==> config.mk <==
export PLATFORM = sky130hd
export DESIGN_NAME = count_event_monitor
export DESIGN_NICKNAME = d
export VERILOG_FILES = /design/src/rtl/count_event_monitor.sv
export SDC_FILE = /design/constraint.sdc
export NUM_CORES = 1
export LEC_CHECK = 0
export CAP_MARGIN = 20
export CORE_ASPECT_RATIO = 2
export CORE_UTILIZATION = 58
export CTS_BUF_LIST = sky130_fd_sc_hd__clkbuf_8
export CTS_CLUSTER_SIZE = 30
export DETAILED_ROUTE_END_ITERATION = 8
export HOLD_SLACK_MARGIN = 0.1
export PLACE_DENSITY = 0.82
export SKIP_CTS_REPAIR_TIMING = 1
export SYNTH_ARGS = -nofsm -noshare
export SYNTH_HDL_FRONTEND = slang
export SYNTH_SLANG_ARGS = --single-unit
export TNS_END_PERCENT = 30
==> constraint.sdc <==
create_clock -name clk -period 4.1 [get_ports clk]
set_input_delay 0.41 -clock clk [delete_from_list [all_inputs] [get_ports clk]]
set_output_delay 0.41 -clock clk [all_outputs]
set_load 0.01 [all_outputs]
==> src/rtl/count_event_monitor.sv <==
// Watches an up/down step counter, classifies each sampled transition and queues
// wrap and illegal-step events in a small FIFO drained over a valid/ready port.
module count_event_monitor #(
    parameter int N     = 3,
    parameter int DEPTH = 4,
    parameter int CW    = 8
) (
    input  logic          clk,
    input  logic          reset,
    input  logic          en,
    input  logic [N-1:0]  count_in,
    input  logic          clr,
    output logic          evt_valid,
    input  logic          evt_ready,
    output logic [1:0]    evt_type,
    output logic [N-1:0]  evt_count,
    output logic [CW-1:0] wrap_cnt,
    output logic          overflow
);
    // Handshake: the head entry is offered while evt_valid=1 and is removed at a
    // clock edge where evt_valid && evt_ready; type/count hold steady until then.

    localparam int AW = $clog2(DEPTH);

    typedef enum logic [1:0] {
        EVT_NONE = 2'b00,
        WRAP_UP  = 2'b01,
        WRAP_DN  = 2'b10,
        STEP_ERR = 2'b11
    } evt_e;

    localparam logic [N-1:0] STEP_P1 = N'(1);
    localparam logic [N-1:0] STEP_P2 = N'(2);
    localparam logic [N-1:0] STEP_M1 = {N{1'b1}};
    localparam logic [N-1:0] STEP_M2 = {{(N-1){1'b1}}, 1'b0};

    logic [N-1:0]   prev_q, prev_d;
    logic           primed_q, primed_d;
    logic [N+1:0]   mem_q [DEPTH];
    logic [AW-1:0]  wr_ptr_q, rd_ptr_q;
    logic [AW:0]    fill_q;
    logic [CW-1:0]  wrap_cnt_q, wrap_cnt_d;
    logic           overflow_q, overflow_d;

    logic [N-1:0]   delta;
    evt_e           evt_d;
    logic           is_wrap;
    logic           fifo_full, fifo_empty;
    logic           pop, push, drop;
    logic [N+1:0]   head;

    assign delta = count_in - prev_q;

    always_comb begin
        evt_d = EVT_NONE;
        if (en && primed_q) begin
            if (delta == '0) begin
                evt_d = EVT_NONE;
            end else if (delta == STEP_P1 || delta == STEP_P2) begin
                if (count_in < prev_q) evt_d = WRAP_UP;
            end else if (delta == STEP_M1 || delta == STEP_M2) begin
                if (count_in > prev_q) evt_d = WRAP_DN;
            end else begin
                evt_d = STEP_ERR;
            end
        end
    end

    assign is_wrap    = (evt_d == WRAP_UP) || (evt_d == WRAP_DN);
    assign fifo_full  = (fill_q == (AW+1)'(DEPTH));
    assign fifo_empty = (fill_q == '0);
    assign pop        = !fifo_empty && evt_ready;
    // A full FIFO still accepts the new event when the head leaves on the same edge.
    assign push       = (evt_d != EVT_NONE) && (!fifo_full || pop);
    assign drop       = (evt_d != EVT_NONE) && fifo_full && !pop;

    always_comb begin
        prev_d   = prev_q;
        primed_d = 1'b0;
        if (en) begin
            prev_d   = count_in;
            primed_d = 1'b1;
        end
    end

    always_comb begin
        wrap_cnt_d = wrap_cnt_q;
        if (clr) begin
            wrap_cnt_d = is_wrap ? CW'(1) : '0;
        end else if (is_wrap && (wrap_cnt_q != {CW{1'b1}})) begin
            wrap_cnt_d = wrap_cnt_q + CW'(1);
        end
    end

    always_comb begin
        overflow_d = overflow_q;
        if (clr)  overflow_d = 1'b0;
        if (drop) overflow_d = 1'b1;
    end

    always_ff @(posedge clk) begin
        if (!reset) begin
            prev_q     <= '0;
            primed_q   <= 1'b0;
            wr_ptr_q   <= '0;
            rd_ptr_q   <= '0;
            fill_q     <= '0;
            wrap_cnt_q <= '0;
            overflow_q <= 1'b0;
        end else begin
            prev_q     <= prev_d;
            primed_q   <= primed_d;
            wrap_cnt_q <= wrap_cnt_d;
            overflow_q <= overflow_d;
            if (push) wr_ptr_q <= wr_ptr_q + AW'(1);
            if (pop)  rd_ptr_q <= rd_ptr_q + AW'(1);
            if (push && !pop) begin
                fill_q <= fill_q + (AW+1)'(1);
            end else if (pop && !push) begin
                fill_q <= fill_q - (AW+1)'(1);
            end
        end
    end

    // Storage needs no reset: outputs are masked whenever the FIFO is empty.
    always_ff @(posedge clk) begin
        if (reset && push) begin
            mem_q[wr_ptr_q] <= {evt_d, count_in};
        end
    end

    assign head      = mem_q[rd_ptr_q];
    assign evt_valid = !fifo_empty;
    assign evt_type  = fifo_empty ? 2'b00 : head[N+1:N];
    assign evt_count = fifo_empty ? '0 : head[N-1:0];
    assign wrap_cnt  = wrap_cnt_q;
    assign overflow  = overflow_q;

endmodule

# --- After elaboration in Yosys (flattened, before gate mapping) ---
# Memory sizes are Yosys's and may differ from the RTL's. A register that Yosys moved wholly into a read port is not among the register bits.
# Cells that the tools add are included.
word_totals:
  in_bits: 8
  mem_bits_rw: 20
  output_inout_bits: 15
  mem_count: 1
  reg_bits: 20
classes:
  mux: 20
  order_cmp: 2
  n_eq_ne: 8
  add_sub_neg: 6
  reduce_logical: 23
memory_table:
  columns: ["name", "words", "width", "rd", "rd_ports_with_merged_regs", "write_ports", "line", "rtl"]
  rows:
  - ["mem_q", 4, 5, 1, 1, 1, "39", "logic [N+1:0] mem_q [DEPTH];"]
ops:
  columns: ["operator", "count"]
  rows:
  - ["2-to-1 mux 2 bit", 8]
  - ["2-to-1 mux 8 bit", 2]
  - ["== test 3 bit (second input constant)", 3]
  - ["logical AND 1 bit", 9]
  - ["2-to-1 mux 3 bit", 3]
  - ["adder 8 x 1 -> 8 bit (second input constant)", 1]
  - ["inequality test 8 bit (second input constant)", 1]
  - ["nonzero test 2 bit", 4]
  - ["2-to-1 mux 1 bit", 7]
  - ["logical NOT 3 bit", 2]
  - ["adder 2 x 1 -> 2 bit (second input constant)", 2]
  - ["logical NOT 1 bit", 4]
  - ["logical OR 1 bit", 4]
  - ["adder 3 x 1 -> 3 bit (second input constant)", 1]
  - ["== test 3 x 1 -> 1 bit (second input constant)", 1]
  - ["== test 3 x 2 -> 1 bit (second input constant)", 1]
  - ["> comparator 3 bit", 1]
  - ["< comparator 3 bit", 1]
  - ["subtractor 3 x 1 -> 3 bit (second input constant)", 1]
  - ["subtractor 3 bit", 1]
  - ["== test 2 x 1 -> 1 bit (second input constant)", 1]
  - ["== test 2 bit (second input constant)", 1]

# --- Logic depth before layout (Yosys ltp) ---
logic_depth:
  word_depth: 13
  depth_mapped: 15

# --- Worst setup path after synthesis ---
# Ideal clock, no wire load.
synth_path:
  kind: "input to register"
  from: "in count_in[0]"
  to: "reg fill_q[2]"
  slack_ns: 0.775
  setup_ns: 0.070
  arrival_ns: 3.255
  cell_stages: 15
  path_cell_list: "inv_1 ha_1 inv_1 fa_1 a21boi_0 nand4_1 o22a_1 ha_1 nor2_1 ha_1 inv_1 fa_1 xor2_1 or3_1 a21oi_1"
synth_via:
  elab_chain_len: 12
  word_cells_on_any_way: 23
  classes_between: "1 x add/sub; 2 x order compare; 4 x eq/ne; 7 x mux; 9 x reduce/logical"
synth_lines:
  columns: ["element", "line", "rtl"]
  rows:
  - ["from (decl)", "11", "input logic [N-1:0] count_in,"]
  - ["subtractor 3 bit", "52", "assign delta = count_in - prev_q;"]
  - ["== test 3 bit", "61", "end else if (delta == STEP_M1 || delta == STEP_M2) begin"]
  - ["logical OR 1 bit", "61", null]
  - ["2-to-1 mux 2 bit", "61", null]
  - ["2-to-1 mux 2 bit", "59", "end else if (delta == STEP_P1 || delta == STEP_P2) begin"]
  - ["2-to-1 mux 2 bit (*)", "57", "if (delta == '0) begin"]
  - ["2-to-1 mux 2 bit (*)", "56", "if (en && primed_q) begin"]
  - ["nonzero test 2 bit (*)", "74", "assign push = (evt_d != EVT_NONE) && (!fifo_full || pop);"]
  - ["logical AND 1 bit (*)", "74", null]
  - ["logical NOT 1 bit", "119", "end else if (pop && !push) begin"]
  - ["logical AND 1 bit", "119", null]
  - ["nonzero test 2 bit (no line)", null, null]
  - ["to (signal assigned)", "118", "fill_q <= fill_q + (AW+1)'(1);"]
  - ["to (signal assigned)", "120", "fill_q <= fill_q - (AW+1)'(1);"]
  - ["to (decl)", "41", "logic [AW:0] fill_q;"]
# Mark *: on every way between the ends. The rest lies on a longest branch, timed or not.
# A chain may end at the register's enable or synchronous reset.

# --- Worst setup path in the final report ---
# Ends and elaborated chain as after synthesis.

==> results.txt <==
- The flow ran to the end, and the final reports show no timing, DRC or antenna violations.
* Yosys warnings: 0
- The tree is rooted in a sky130_fd_sc_hd__clkbuf_8.
* Sequential group share of total power: 0.415
* Detailed Place HPWL: 3380 um
- Die height: 87.2 um
* Adder-cell area share of the yosys netlist: 0.0785
* Share of the synthesized area in the top cell type: 0.286
- The final route contains 1517 vias.
- Cell class contributing the biggest share of worst-path delay: adder cells
- Counting every net in the synthesized netlist gives 203.
- Fraction of final layout cells with drive strength greater than 1: 0.105
- In the global route stage, met3 resource usage came out at 0.0498.
* Number of DRC violations after detailed-routing iteration 0: 45
- Of the total synthesized cell area, the portion taken by XOR and XNOR cells is 0.0208.
- Number of antenna violations at the first check in global routing: 0
- TritonCTS clock tree: built
- Of the synthesized area, sequential elements account for 0.495.
- Count of input and output buffers: 22
- Worst Hold Class: flop to flop
* Post-route core utilization: 0.734
* Number of buffers inserted during clock tree synthesis: 5
* Worst setup timing slack at the placement stage: 86.0 ps
* Gate power share: 0.285
- Area added between synthesis and finish: 19.2%
- Number of core rows: 30
- For this run, design rule violations remaining after detail routing come to 0.
- Setup total negative slack: 0 ps
- The number of endpoints with negative hold slack in the final report came to 0.
* Routed WL per cell: 16.8 um
* Req. time, crit path: 4320 ps
- The largest individual stage delay along the critical path comes from the cell sky130_fd_sc_hd__fa_1.
- Routability-driven placement finished with a final weighted congestion of 0.902.
* Slowest stage delay, CP: 440 ps
* Cell breakdown of the critical path: clkdlybuf4s50_1 -> inv_1 -> ha_1 -> inv_1 -> fa_1 -> xnor2_1 -> nand4_1 -> o22a_1 -> ha_1 -> nor2_1 -> ha_1 -> inv_1 -> fa_1 -> xor2_1 -> or3_1 -> a21oi_1
- Initial core utilization: 0.616
* Pint: 915 uW
* Wire length after detailed routing: 4340 um
- Total number of nets in the final design: 229
- Horizontal extent of the die: 44.6 um
* Post-synth EDFFs: 20
- Overall routing resource usage: 0.252
* Maximum number of pins on one net before global-route repair: 15
* Total of fill cells in the finished design: 255
- Counting along the longest clock path gives a buffer depth of 2.
- Library cell with the largest summed area after synthesis: sky130_fd_sc_hd__edfxtp_1
- Of the available clock period, the critical path in the final layout requires 0.929.
* Number of cells in the finished layout apart from fillers: 258
* Least setup slack across all paths after layout: 290 ps
- Along the worst path, the maximum fanout reaches 5.
* Antenna-violating nets left: 0
* Max H-tree Level: 2
- The number of global-route vias before repair was 1561.
- Share of synthesized registers carrying an async set or reset: 0
- Clock tree synthesis found a total of 42 sinks.
* Area share of and/or/nand/nor cells after synthesis: 0.177
- Data arrives at the worst endpoint at 4030 ps.
* Synth area leaders: sky130_fd_sc_hd__edfxtp_1, sky130_fd_sc_hd__dfxtp_1, sky130_fd_sc_hd__ha_1
* Mean cell area of the mapped netlist: 11.5 um2
- After synthesis, the largest family of logic cells by area is simple AND/OR/NAND/NOR gates.
- The share of total power dissipated in the clock network is 0.300.
- The worst setup path is captured at a flop.
- The cell count after synthesis came out at 183.
* Antenna diode count: 0
* Most congested layer reported by global routing: met2
* Sw Pwr: 372 uW
* Met2 usage in global routing: 0.521
- Core Footprint: 3420 um2
- The worst setup path is launched from an input port.
* Unrepaired setup endpoints after global routing: false
* Reg2Reg Setup Slack: 510 ps
- Netlist Area Pre-Place: 2100 um2
* Average via count per standard cell: 5.88
* Prevailing post-synth register cell: sky130_fd_sc_hd__dfxtp_1
* Critical path class: input port to flop
* Clock Pin Slew Worst Setup and Hold Paths: 80 ps
* Iteration count of the initial detailed-routing pass: 4
- Of the total power, the share spent switching nets is 0.289.
* Complex-gate fraction of the synthesized area: 0.104
- Once placement completed, the tool counted placed cells totaling 250.
* VDD IR max: 0.338 mV
- The worst path in the final design needs a cycle of 3810 ps, including I/O delays and setup.
- Together, buffers and inverters on the worst path number 4.
- Power per standard cell area: 514 nW/um2
* Netlist cell types: 47
- In this run the tightest slew margin relative to its limit is 0.524.
- Final setup skew: 5.95 ps
- Final Max Tran Viols: 0
- Most frequent cells in the layout: sky130_fd_sc_hd__dfxtp_1, sky130_fd_sc_hd__clkdlybuf4s50_1, sky130_fd_sc_hd__edfxtp_1
- Total of flip-flops plus latches after synthesis: 42
- Grt total ovfl: 0
- LEAKAGE: 0.937 nW
* Top achievable clock speed: 0.263 GHz
- For met1 alone, demand over resource in global routing was 0.195.
* Post-synthesis mux area share: 0.0821
- Clk_lat worst skew: 290 ps
* Io pins: 23
- The die covers 3890 um2.
* First-pass GRT wire length: 6890 um
- At the pin with the least slew margin, the transition time is 709 ps.
- Max-cap viol count: 0
* Final-report setup violation count: 0
synth_stat cells, types with 2 or more instances:
cell	instances
sky130_fd_sc_hd__and4_1	2
sky130_fd_sc_hd__mux4_2	5
sky130_fd_sc_hd__o21ai_0	4
sky130_fd_sc_hd__a211oi_1	2
sky130_fd_sc_hd__and3_1	8
sky130_fd_sc_hd__xor2_1	4
sky130_fd_sc_hd__fa_1	2
sky130_fd_sc_hd__a21oi_1	12
sky130_fd_sc_hd__nand3_1	5
sky130_fd_sc_hd__a211o_1	2
sky130_fd_sc_hd__edfxtp_1	20
sky130_fd_sc_hd__inv_1	14
sky130_fd_sc_hd__nand2_1	8
sky130_fd_sc_hd__nor3_1	5
sky130_fd_sc_hd__a31oi_1	2
sky130_fd_sc_hd__nor2b_1	6
sky130_fd_sc_hd__nand4_1	3
sky130_fd_sc_hd__nor2_1	10
sky130_fd_sc_hd__dfxtp_1	22
sky130_fd_sc_hd__mux2i_1	6
sky130_fd_sc_hd__nand2b_1	3
sky130_fd_sc_hd__buf_2	3
sky130_fd_sc_hd__o21ai_1	2
sky130_fd_sc_hd__ha_1	10
layout make-up:
class	count	area [um2]	area share
clock buffer	5	68.8	0.0275
timing repair buffer	25	243	0.0969
multi-input combinational	121	972	0.388
clock inverter	3	68.8	0.0275
inverter	14	52.6	0.0210
tap	48	60.1	0.0240
sequential	42	1040	0.415
routing by layer:
metal / routed length, um / share of wire
met1: 1370 / 0.32
met2: 2690 / 0.62
met3: 163 / 0.038
met4: 123 / 0.028
met5: 0 / 0
path summary, 6_finish.rpt:
path,start,endpoint,depth (start not counted)
worst min register to register,prev_q[1],prev_q[1],2
worst max register to register,prev_q[0],fill_q[2],14
worst max-delay path,count_in[0],fill_q[2],16
worst min-delay path,prev_q[1],prev_q[1],2
sequential cells by signal, summed over array words and instances, names as in the netlist, named ones only:
name / cells
fill_q: 3
mem_q: 20
overflow: 1
prev_q: 3
primed_q: 1
rd_ptr_q: 2
wr_ptr_q: 2
wrap_cnt: 8
power by group through the flow:
stage	combinational [mW]	clock [mW]	sequential [mW]
2_1_floorplan	0.237	0	0.520
3_3_place_gp	0.346	0	0.537
3_5_place_dp	0.367	0	0.544
4_1_cts	0.369	0.393	0.536
5_1_grt	0.397	0.406	0.543
6_report	0.367	0.386	0.534
cells by family after synthesis:
kind of cell / Yosys count
flops: 42
compound gates: 32
mux: 11
simple gates: 61
buf+inv: 20
xor+xnor: 5
fa+ha+maj: 12
worst register-to-register path: cells and delay by family (launching register included):
| family | cells | cell delay (ps) |
|---|---|---|
| adder cells (fa/ha/maj) | 5 | 1470 |
| XOR/XNOR | 2 | 490 |
| flip-flops | 1 | 380 |
| AND/OR/NAND/NOR | 3 | 670 |
| buffers and inverters | 2 | 120 |
| AO/OA/AOI/OAI | 2 | 400 |
stage by stage:
step	hold WS, ps	instance area (um2)	power [mW]
detailed placement	498	2370	0.911
CTS	518	2510	1.30
global placement	478	2370	0.883
global route	552	2510	1.35
floorplan	460	2100	0.757
finish	510	2510	1.29
Note: power is estimated with default switching activity, not from simulation.
